==> config.mk <==
export PLATFORM = sky130hd
export DESIGN_NAME = seg_scan_encoder
export DESIGN_NICKNAME = d
export VERILOG_FILES = /design/src/rtl/seg_pkg.sv /design/src/rtl/seg_encode.sv /design/src/rtl/seg_scan_encoder.sv
export SDC_FILE = /design/constraint.sdc
export NUM_CORES = 1
export LEC_CHECK = 0
export CORE_MARGIN = 2
export CORE_UTILIZATION = 53
export DETAILED_ROUTE_END_ITERATION = 7
export PLACE_DENSITY = 0.76
export REMOVE_ABC_BUFFERS = 1
export SYNTH_ARGS = -nofsm -noshare
export SYNTH_HDL_FRONTEND = slang
export SYNTH_SLANG_ARGS = --single-unit
==> constraint.sdc <==
create_clock -name clk -period 1.85 [get_ports clk]
set_clock_uncertainty 0.05 [all_clocks]
set_input_delay 0.555 -clock clk [delete_from_list [all_inputs] [get_ports clk]]
set_output_delay 0.555 -clock clk [all_outputs]
set_load 0.02 [all_outputs]
==> src/rtl/seg_pkg.sv <==
// Shared definitions for the 7-segment scan encoder: glyph patterns, segment
// bit positions and the frame FSM state type.
package seg_pkg;

  localparam int SEG_A  = 7;
  localparam int SEG_B  = 6;
  localparam int SEG_C  = 5;
  localparam int SEG_D  = 4;
  localparam int SEG_E  = 3;
  localparam int SEG_F  = 2;
  localparam int SEG_G  = 1;
  localparam int SEG_DP = 0;

  // Glyphs with the decimal point clear; bit7=a ... bit1=g, bit0=dp
  localparam logic [7:0] SEG_0 = 8'hFC;
  localparam logic [7:0] SEG_1 = 8'h60;
  localparam logic [7:0] SEG_2 = 8'hDA;
  localparam logic [7:0] SEG_3 = 8'hF2;
  localparam logic [7:0] SEG_4 = 8'h66;
  localparam logic [7:0] SEG_5 = 8'hB6;
  localparam logic [7:0] SEG_6 = 8'hBE;
  localparam logic [7:0] SEG_7 = 8'hE0;
  localparam logic [7:0] SEG_8 = 8'hFE;
  localparam logic [7:0] SEG_9 = 8'hF6;
  localparam logic [7:0] SEG_A_GLYPH = 8'hEE;
  localparam logic [7:0] SEG_B_GLYPH = 8'h3E;
  localparam logic [7:0] SEG_C_GLYPH = 8'h9C;
  localparam logic [7:0] SEG_D_GLYPH = 8'h7A;
  localparam logic [7:0] SEG_E_GLYPH = 8'h9E;
  localparam logic [7:0] SEG_F_GLYPH = 8'h8E;

  typedef enum logic {
    COLLECT = 1'b0,
    PUBLISH = 1'b1
  } state_t;

endpackage

==> src/rtl/seg_encode.sv <==
// Combinational inverse of the hex-to-7-segment decoder: segment pattern to
// hex code, with an error flag for non-glyphs and the decimal point passed through.
module seg_encode
  import seg_pkg::*;
(
  input  logic [7:0] seg,
  output logic [3:0] code,
  output logic       err,
  output logic       dp
);

  logic [7:0] glyph;

  // The dp bit is masked off so a lit decimal point never disturbs the match
  always_comb begin
    glyph = {seg[7:1], 1'b0};
    code  = 4'h0;
    err   = 1'b0;
    dp    = seg[SEG_DP];
    case (glyph)
      SEG_0:       code = 4'h0;
      SEG_1:       code = 4'h1;
      SEG_2:       code = 4'h2;
      SEG_3:       code = 4'h3;
      SEG_4:       code = 4'h4;
      SEG_5:       code = 4'h5;
      SEG_6:       code = 4'h6;
      SEG_7:       code = 4'h7;
      SEG_8:       code = 4'h8;
      SEG_9:       code = 4'h9;
      SEG_A_GLYPH: code = 4'hA;
      SEG_B_GLYPH: code = 4'hB;
      SEG_C_GLYPH: code = 4'hC;
      SEG_D_GLYPH: code = 4'hD;
      SEG_E_GLYPH: code = 4'hE;
      SEG_F_GLYPH: code = 4'hF;
      default:     err  = 1'b1;
    endcase
  end

endmodule

==> src/rtl/seg_scan_encoder.sv <==
// Samples a multiplexed 7-segment bus, debounces each digit and publishes whole
// frames over valid/ready. Define SEG_OVERRUN_CNT_EN to add the dropped-frame counter.
module seg_scan_encoder
  import seg_pkg::*;
#(
  parameter int NUM_DIGITS = 4,
  parameter int STABLE_CNT = 3,
  parameter int CNT_W      = 4
) (
  input  logic                    clk,
  input  logic                    rst,
  input  logic [7:0]              seg_in,
  input  logic [NUM_DIGITS-1:0]   com_in,
  output logic [4*NUM_DIGITS-1:0] out_data,
  output logic [NUM_DIGITS-1:0]   out_err,
  output logic [NUM_DIGITS-1:0]   out_dp,
  output logic                    out_valid,
  input  logic                    out_ready
`ifdef SEG_OVERRUN_CNT_EN
  ,
  output logic [7:0]              overrun_cnt
`endif
);

  localparam logic [CNT_W-1:0] CNT_MAX = CNT_W'(STABLE_CNT);
  localparam logic [CNT_W-1:0] CNT_PRE = CNT_W'(STABLE_CNT - 1);
  localparam logic [CNT_W-1:0] CNT_ONE = CNT_W'(1);

  logic [7:0]            seg_q;
  logic [NUM_DIGITS-1:0] com_q;
  logic                  one_hot;

  logic [3:0] enc_code;
  logic       enc_err;
  logic       enc_dp;

  logic [NUM_DIGITS-1:0][7:0]       last;
  logic [NUM_DIGITS-1:0][CNT_W-1:0] cnt;
  logic [NUM_DIGITS-1:0]            seen;
  logic [NUM_DIGITS-1:0][3:0]       sh_code;
  logic [NUM_DIGITS-1:0]            sh_err;
  logic [NUM_DIGITS-1:0]            sh_dp;

  logic [NUM_DIGITS-1:0] hit;
  logic [NUM_DIGITS-1:0] same;
  logic [NUM_DIGITS-1:0] commit;

  state_t state;
  state_t state_next;
  logic   publish;
  logic   slot_free;

  always_ff @(posedge clk or negedge rst) begin
    if (!rst) begin
      seg_q <= '0;
      com_q <= '0;
    end else begin
      seg_q <= seg_in;
      com_q <= com_in;
    end
  end

  assign one_hot   = (com_q != '0) && ((com_q & (com_q - 1'b1)) == '0);
  assign slot_free = !out_valid || out_ready;

  seg_encode u_encode (
    .seg  (seg_q),
    .code (enc_code),
    .err  (enc_err),
    .dp   (enc_dp)
  );

  // A commit landing in the publish cycle is discarded along with the counters
  always_comb begin
    hit    = '0;
    same   = '0;
    commit = '0;
    for (int d = 0; d < NUM_DIGITS; d++) begin
      hit[d]    = one_hot && com_q[d];
      same[d]   = (seg_q == last[d]);
      commit[d] = hit[d] && same[d] && (cnt[d] == CNT_PRE) && !publish;
    end
  end

  always_ff @(posedge clk or negedge rst) begin
    if (!rst) begin
      last    <= '0;
      cnt     <= '0;
      seen    <= '0;
      sh_code <= '0;
      sh_err  <= '0;
      sh_dp   <= '0;
    end else begin
      for (int d = 0; d < NUM_DIGITS; d++) begin
        if (hit[d] && !same[d]) begin
          last[d] <= seg_q;
        end
        if (publish) begin
          cnt[d] <= '0;
        end else if (hit[d]) begin
          if (!same[d]) begin
            cnt[d] <= CNT_ONE;
          end else if (cnt[d] != CNT_MAX) begin
            cnt[d] <= cnt[d] + CNT_ONE;
          end
        end
        if (commit[d]) begin
          sh_code[d] <= enc_code;
          sh_err[d]  <= enc_err;
          sh_dp[d]   <= enc_dp;
        end
      end
      if (publish) begin
        seen <= '0;
      end else begin
        seen <= seen | commit;
      end
    end
  end

  always_ff @(posedge clk or negedge rst) begin
    if (!rst) begin
      state <= COLLECT;
    end else begin
      state <= state_next;
    end
  end

  always_comb begin
    state_next = state;
    publish    = 1'b0;
    case (state)
      COLLECT: begin
        if (&seen) begin
          state_next = PUBLISH;
        end
      end
      PUBLISH: begin
        publish    = 1'b1;
        state_next = COLLECT;
      end
      default: state_next = COLLECT;
    endcase
  end

  // A publish that finds the slot occupied leaves the held frame untouched
  always_ff @(posedge clk or negedge rst) begin
    if (!rst) begin
      out_data  <= '0;
      out_err   <= '0;
      out_dp    <= '0;
      out_valid <= 1'b0;
    end else if (publish && slot_free) begin
      out_data  <= sh_code;
      out_err   <= sh_err;
      out_dp    <= sh_dp;
      out_valid <= 1'b1;
    end else if (out_valid && out_ready) begin
      out_valid <= 1'b0;
    end
  end

`ifdef SEG_OVERRUN_CNT_EN
  always_ff @(posedge clk or negedge rst) begin
    if (!rst) begin
      overrun_cnt <= '0;
    end else if (publish && !slot_free && (overrun_cnt != 8'hFF)) begin
      overrun_cnt <= overrun_cnt + 8'd1;
    end
  end
`endif

endmodule

Yosys cells after proc, flatten, opt, wreduce, memory -nomap -nowiden:

Index checks and enable logic that the tools add are counted.

* flip-flop bits (word level): 114
* memory bits (writable): 0
* ROM bits: 0
* output and inout port bits: 25
* word-level logic and storage cells: 135
* input port bits: 15
* memories: 0
* latch bits: 0

* $add $sub $neg: 5
* divide/modulo/power cells: 0
* shift operators: 0
* $lt $le $gt $ge: 0
* bitwise operators: 3
* equal/unequal tests: 32
* $mul: 0
* multiplexer cells: 24
* reduce and logical (&&, ||, !) cells: 43

Operators with widths (count)
* == test 7 bit, second input constant: 12
* two-way mux 4 bit: 17
* one-hot mux 4 bit (15 select lines): 1
* == test 8 bit: 4
* logical AND 1 bit: 23
* == test 7 x 6 -> 1 bit, second input constant: 3
* adder 4 x 1 -> 4 bit, second input constant: 4
* == test 4 x 2 -> 1 bit, second input constant: 4
* inequality test 4 x 2 -> 1 bit, second input constant: 4
* OR reduction 16 bit: 1
* inequality test 3 x 1 -> 1 bit, second input constant: 4
* nonzero test 2 bit: 5
* AND reduction 2 bit: 4
* == test 7 x 5 -> 1 bit, second input constant: 1
* zero test 1 bit: 6
* two-way mux 1 bit: 5
* AND 4 bit: 1
* zero test 4 bit: 1
* bitwise OR 4 bit: 1
* AND reduction 4 bit: 1
* nonzero test 4 bit: 1
* subtractor 4 x 1 -> 4 bit, second input constant: 1
* one-hot mux 1 bit (2 select lines): 1
* logical OR 1 bit: 1
* NOT 1 bit: 1

Logic depth before layout (Yosys ltp):

* word-level depth: 10
* depth in mapped cells: 8
* mapped depth without buffers: 5

By module:

A second synthesis with hierarchy kept.

* cell total of the unflattened synthesis: 452
* area total of the unflattened synthesis: 5506.5 um^2

Modules (own cells, without submodules)
* seg_scan_encoder: sequential area each 2852.7 um^2, area an instance 5129.9 um^2, cells each 394, instances 1
* seg_encode: sequential area each 0.0 um^2, area an instance 376.6 um^2, cells each 58, instances 1

Least setup slack after synthesis:

No wires, ideal clock.

* path kind: register to register
* from: register cnt[4] (netlist name)
* to: register sh_code[4] (netlist name)
* path buffers: 0
* data required time: 1.675 ns
* slack: -0.203 ns
* data arrival time: 1.878 ns
* clock period less this slack: 2.053 ns
* library setup time: 0.125 ns
* stages on the path, launching flop included: 6
* path through: dfrtp_1 inv_1 ha_1 or4b_2 nor3_2 mux2_2

* longest elaborated chain between the ends: 3

Ends and longest elaborated chain
* from (decl): RTL line seg_scan_encoder.sv:38 `logic [NUM_DIGITS-1:0][CNT_W-1:0] cnt;`
* from (signal, indexed assignment): RTL line seg_scan_encoder.sv:104 `cnt[d] <= cnt[d] + CNT_ONE;`
* == test 4 x 2 -> 1 bit: RTL line seg_scan_encoder.sv:81 `commit[d] = hit[d] && same[d] && (cnt[d] == CNT_PRE) && !publish;`
* logical AND 1 bit (2 in a row): RTL line seg_scan_encoder.sv:81
* to (signal, indexed assignment): RTL line seg_scan_encoder.sv:108 `sh_code[d] <= enc_code;`
* to (decl): RTL line seg_scan_encoder.sv:40 `logic [NUM_DIGITS-1:0][3:0] sh_code;`

Every way passes these cells.
A chain may end at the register's enable or synchronous reset.

Worst setup path in the final report:

* from: register seg_q[5]
* to: register sh_code[0] (netlist name)

* longest elaborated chain between the ends: 4
* elaborated cells on any way between the ends: 20
* classes of those cells: 16 x eq/ne; 1 x mux; 3 x reduce/logical

Ends and longest elaborated chain
* from (decl): RTL line seg_scan_encoder.sv:29 `logic [7:0] seg_q;`
* from (signal assigned): RTL line seg_scan_encoder.sv:58 `seg_q <= seg_in;`
* branches (longest 4 deep; another with one-hot mux 4 bit (15 select lines))

Several ways; the timed one is not identified.

==> results.json <==
{
  "timing.hold.ws_ns": 0.06847,
  "netlist_top_cells_count": "dfrtp_1, mux2_2, xor2_1",
  "power_density_nw_per_um2": 920.8,
  "viasPerCell": 5.739,
  "coreArea_um2": 9819,
  "die_area_um2": 10950,
  "start_util_pct": 54.66,
  "slew_viol_final": 0,
  "antenna_cells": 0,
  "dr.pass1.iters": 6,
  "min_period_ns": 2.169,
  "overflow": 0,
  "drt-initial-drc-count": 252,
  "ys_seq_area_share_pct": 53.15,
  "yosysTopAreaCellShare_pct": 53.15,
  "hold_class": "in2async",
  "worstPathMaxFanout": 7,
  "syn_area_per_cell_um2": 12.43,
  "syn_area_um2": 5368,
  "ys_types": 51,
  "hpwl_um": 7514,
  "grt_pass1_vias": 4055,
  "setup.worst_path.class": "reg2reg",
  "fin_area_um2": 7452,
  "path_clk_slew_ns": 0.06,
  "gp_congestion": 0.8847,
  "finalPower_mw": 6.862,
  "clock_path_buffers": 2,
  "drive_gt1_share_pct": 43.49,
  "track_usage_pct": 25.55,
  "cts_hold_buf": 0,
  "insertion_delay_ns": 0.53,
  "dpl_cell_area_um2": 6311,
  "area_growth_pct": 38.83,
  "status": "complete, but fails checks",
  "nFillCells": 580,
  "cts_tree": "yes",
  "ir_drop_mv": 0.7979,
  "worst_pin_slew_ns": 0.7032,
  "postLayoutCoreUtil_pct": 75.89,
  "fp-row-count": 36,
  "fmax_ghz": 0.4611,
  "antenna_found_initial": 0,
  "nets": 555,
  "postLayoutSetupSlackWorst_ns": -0.3185,
  "wirelength_um": 13550,
  "setup_violations": 65,
  "ys.flop_type": "dfrtp_1",
  "wire_per_inst_um": 19.99,
  "drc": 0,
  "numCtsBuffers": 17,
  "worstPathRequired_ns": 2.21,
  "hold_violations": 0,
  "ys_warn_count": 0,
  "clockRootBuffer": "clkbuf_8",
  "syn_inst": 432,
  "async_reset_ff_share_pct": 100.0,
  "violations": "negative setup slack",
  "htree_num_levels": 4,
  "cp.arrival_ns": 2.53,
  "cts.sinks": 114,
  "maxCapViolCount": 0,
  "boundaryPins": 40,
  "synth_top_area_cell": "dfrtp_1",
  "synth_edf_count": 0,
  "vias": 3891,
  "fin_crit_sh_pct": 117.2,
  "leakage_nw": 3.587,
  "yosys-top-cells-area": "dfrtp_1, mux2_2, xor2_1",
  "synth-seq-cells": 114,
  "die_h_um": 104.6,
  "die-width_um": 104.6,
  "crit_path_end_kind": "flop",
  "portBuffers": 39,
  "grt_pass1_wl_um": 21550,
  "rsz0062_at_grt": "true",
  "drtAntennaViolNets": 0,
  "grt_max_degree": 115,
  "relSlewSlack_pct": 53.02,
  "yosysMostFrequentCell": "dfrtp_1",
  "worstSetupStartpointType": "flop"
}
power breakdown:
part | switching [mW] | internal, mW
clock | 1.12 | 1.98
combinational | 0.413 | 0.508
sequential | 0.168 | 2.68
total | 1.70 | 5.16
cells in the final DEF, fill, tap and decap left out, types with 15 or more instances in the layout:
cell               n
dfrtp_1          107
mux2_4            56
buf_4             52
xor2_1            27
mux2_2            25
clkdlybuf4s15_1   22
nand2_1           21
nor2_1            16
a31oi_1           16
clkbuf_16         16
nand3_1           15
critical path, stage by stage (launching register included):
cell     delay [ns]
dfrtp_2        0.43
buf_6          0.13
xor2_2         0.18
nor4_4         0.36
nand2_2        0.16
nor3_4         0.24
buf_6          0.18
mux2_4         0.31
stage by stage:
step,std cells,worst slack (ns),setup TNS (ns)
after detailed placement,631,-0.3456,-18.65
after global routing,678,-0.3776,-19.45
final,678,-0.3185,-14.58
after floorplan,402,-0.3539,-13.26
after global placement,631,-0.3279,-17.16
after CTS,669,-0.2480,-9.199
state kept, by name, indices dropped and copies added (netlist names), 8 cells and up:
| signal | flops |
|---|---|
| cnt | 16 |
| last | 32 |
| out_data | 16 |
| seg_q | 8 |
| sh_code | 16 |
routing by layer:
layer / share of wire, % / up-vias / track usage, %
met4: 3.0 / 0 / 11.43
met2: 51 / 154 / 40.62
met5: 0 / - / 0
li1: - / 1746 / -
met3: 4.9 / 37 / 6.425
met1: 41 / 1954 / 33.24
worst paths after layout:
kind | cells past startpoint | start | slack [ns] | end
min | 2 | rst | 0.07 | last[21]$_DFFE_PN0P_
max reg2reg | 7 | seg_q[5]$_DFF_PN0_ | -0.32 | sh_code[0]$_DFFE_PN0P_
max in group asynchronous | 2 | rst | 1.26 | seg_q[4]$_DFF_PN0_
max | 7 | seg_q[5]$_DFF_PN0_ | -0.32 | sh_code[0]$_DFFE_PN0P_
min in group clk | 1 | com_in[2] | 0.42 | com_q[2]$_DFF_PN0_
min reg2reg | 2 | seen[2]$_DFF_PN0_ | 0.45 | seen[2]$_DFF_PN0_
what timing repair did:
action                                 CTS  global route
setup endpoints to repair               95            97
setup buffers                           12            11
pin swaps                               29            18
endpoints found under the hold margin    0             0
cloned                                   1             0
resized for setup                      116            58
cell type report:
type	count	area [µm²]	area share (%)
inverter	6	22.52	0.3022
sequential	114	2861	38.40
multi-input combinational	282	2764	37.09
clock buffer	23	456.7	6.128
clock inverter	9	106.4	1.427
timing repair buffer	111	1075	14.42
tap	133	166.4	2.233
kinds of logic (layout without fill, tap and decap cells):
| group | Yosys count | in the layout | share of synthesized area, % |
|---|---|---|---|
| AO/OA/AOI/OAI | 36 | 36 | 4.755 |
| XOR/XNOR | 34 | 34 | 5.688 |
| adder cells (fa/ha/maj) | 8 | 8 | 1.865 |
| buffers and inverters | 36 | 149 | 3.473 |
| flip-flops | 114 | 114 | 53.15 |
| multiplexers | 82 | 82 | 17.18 |
| AND/OR/NAND/NOR | 122 | 122 | 13.89 |
(Power assumes the default switching activity.)
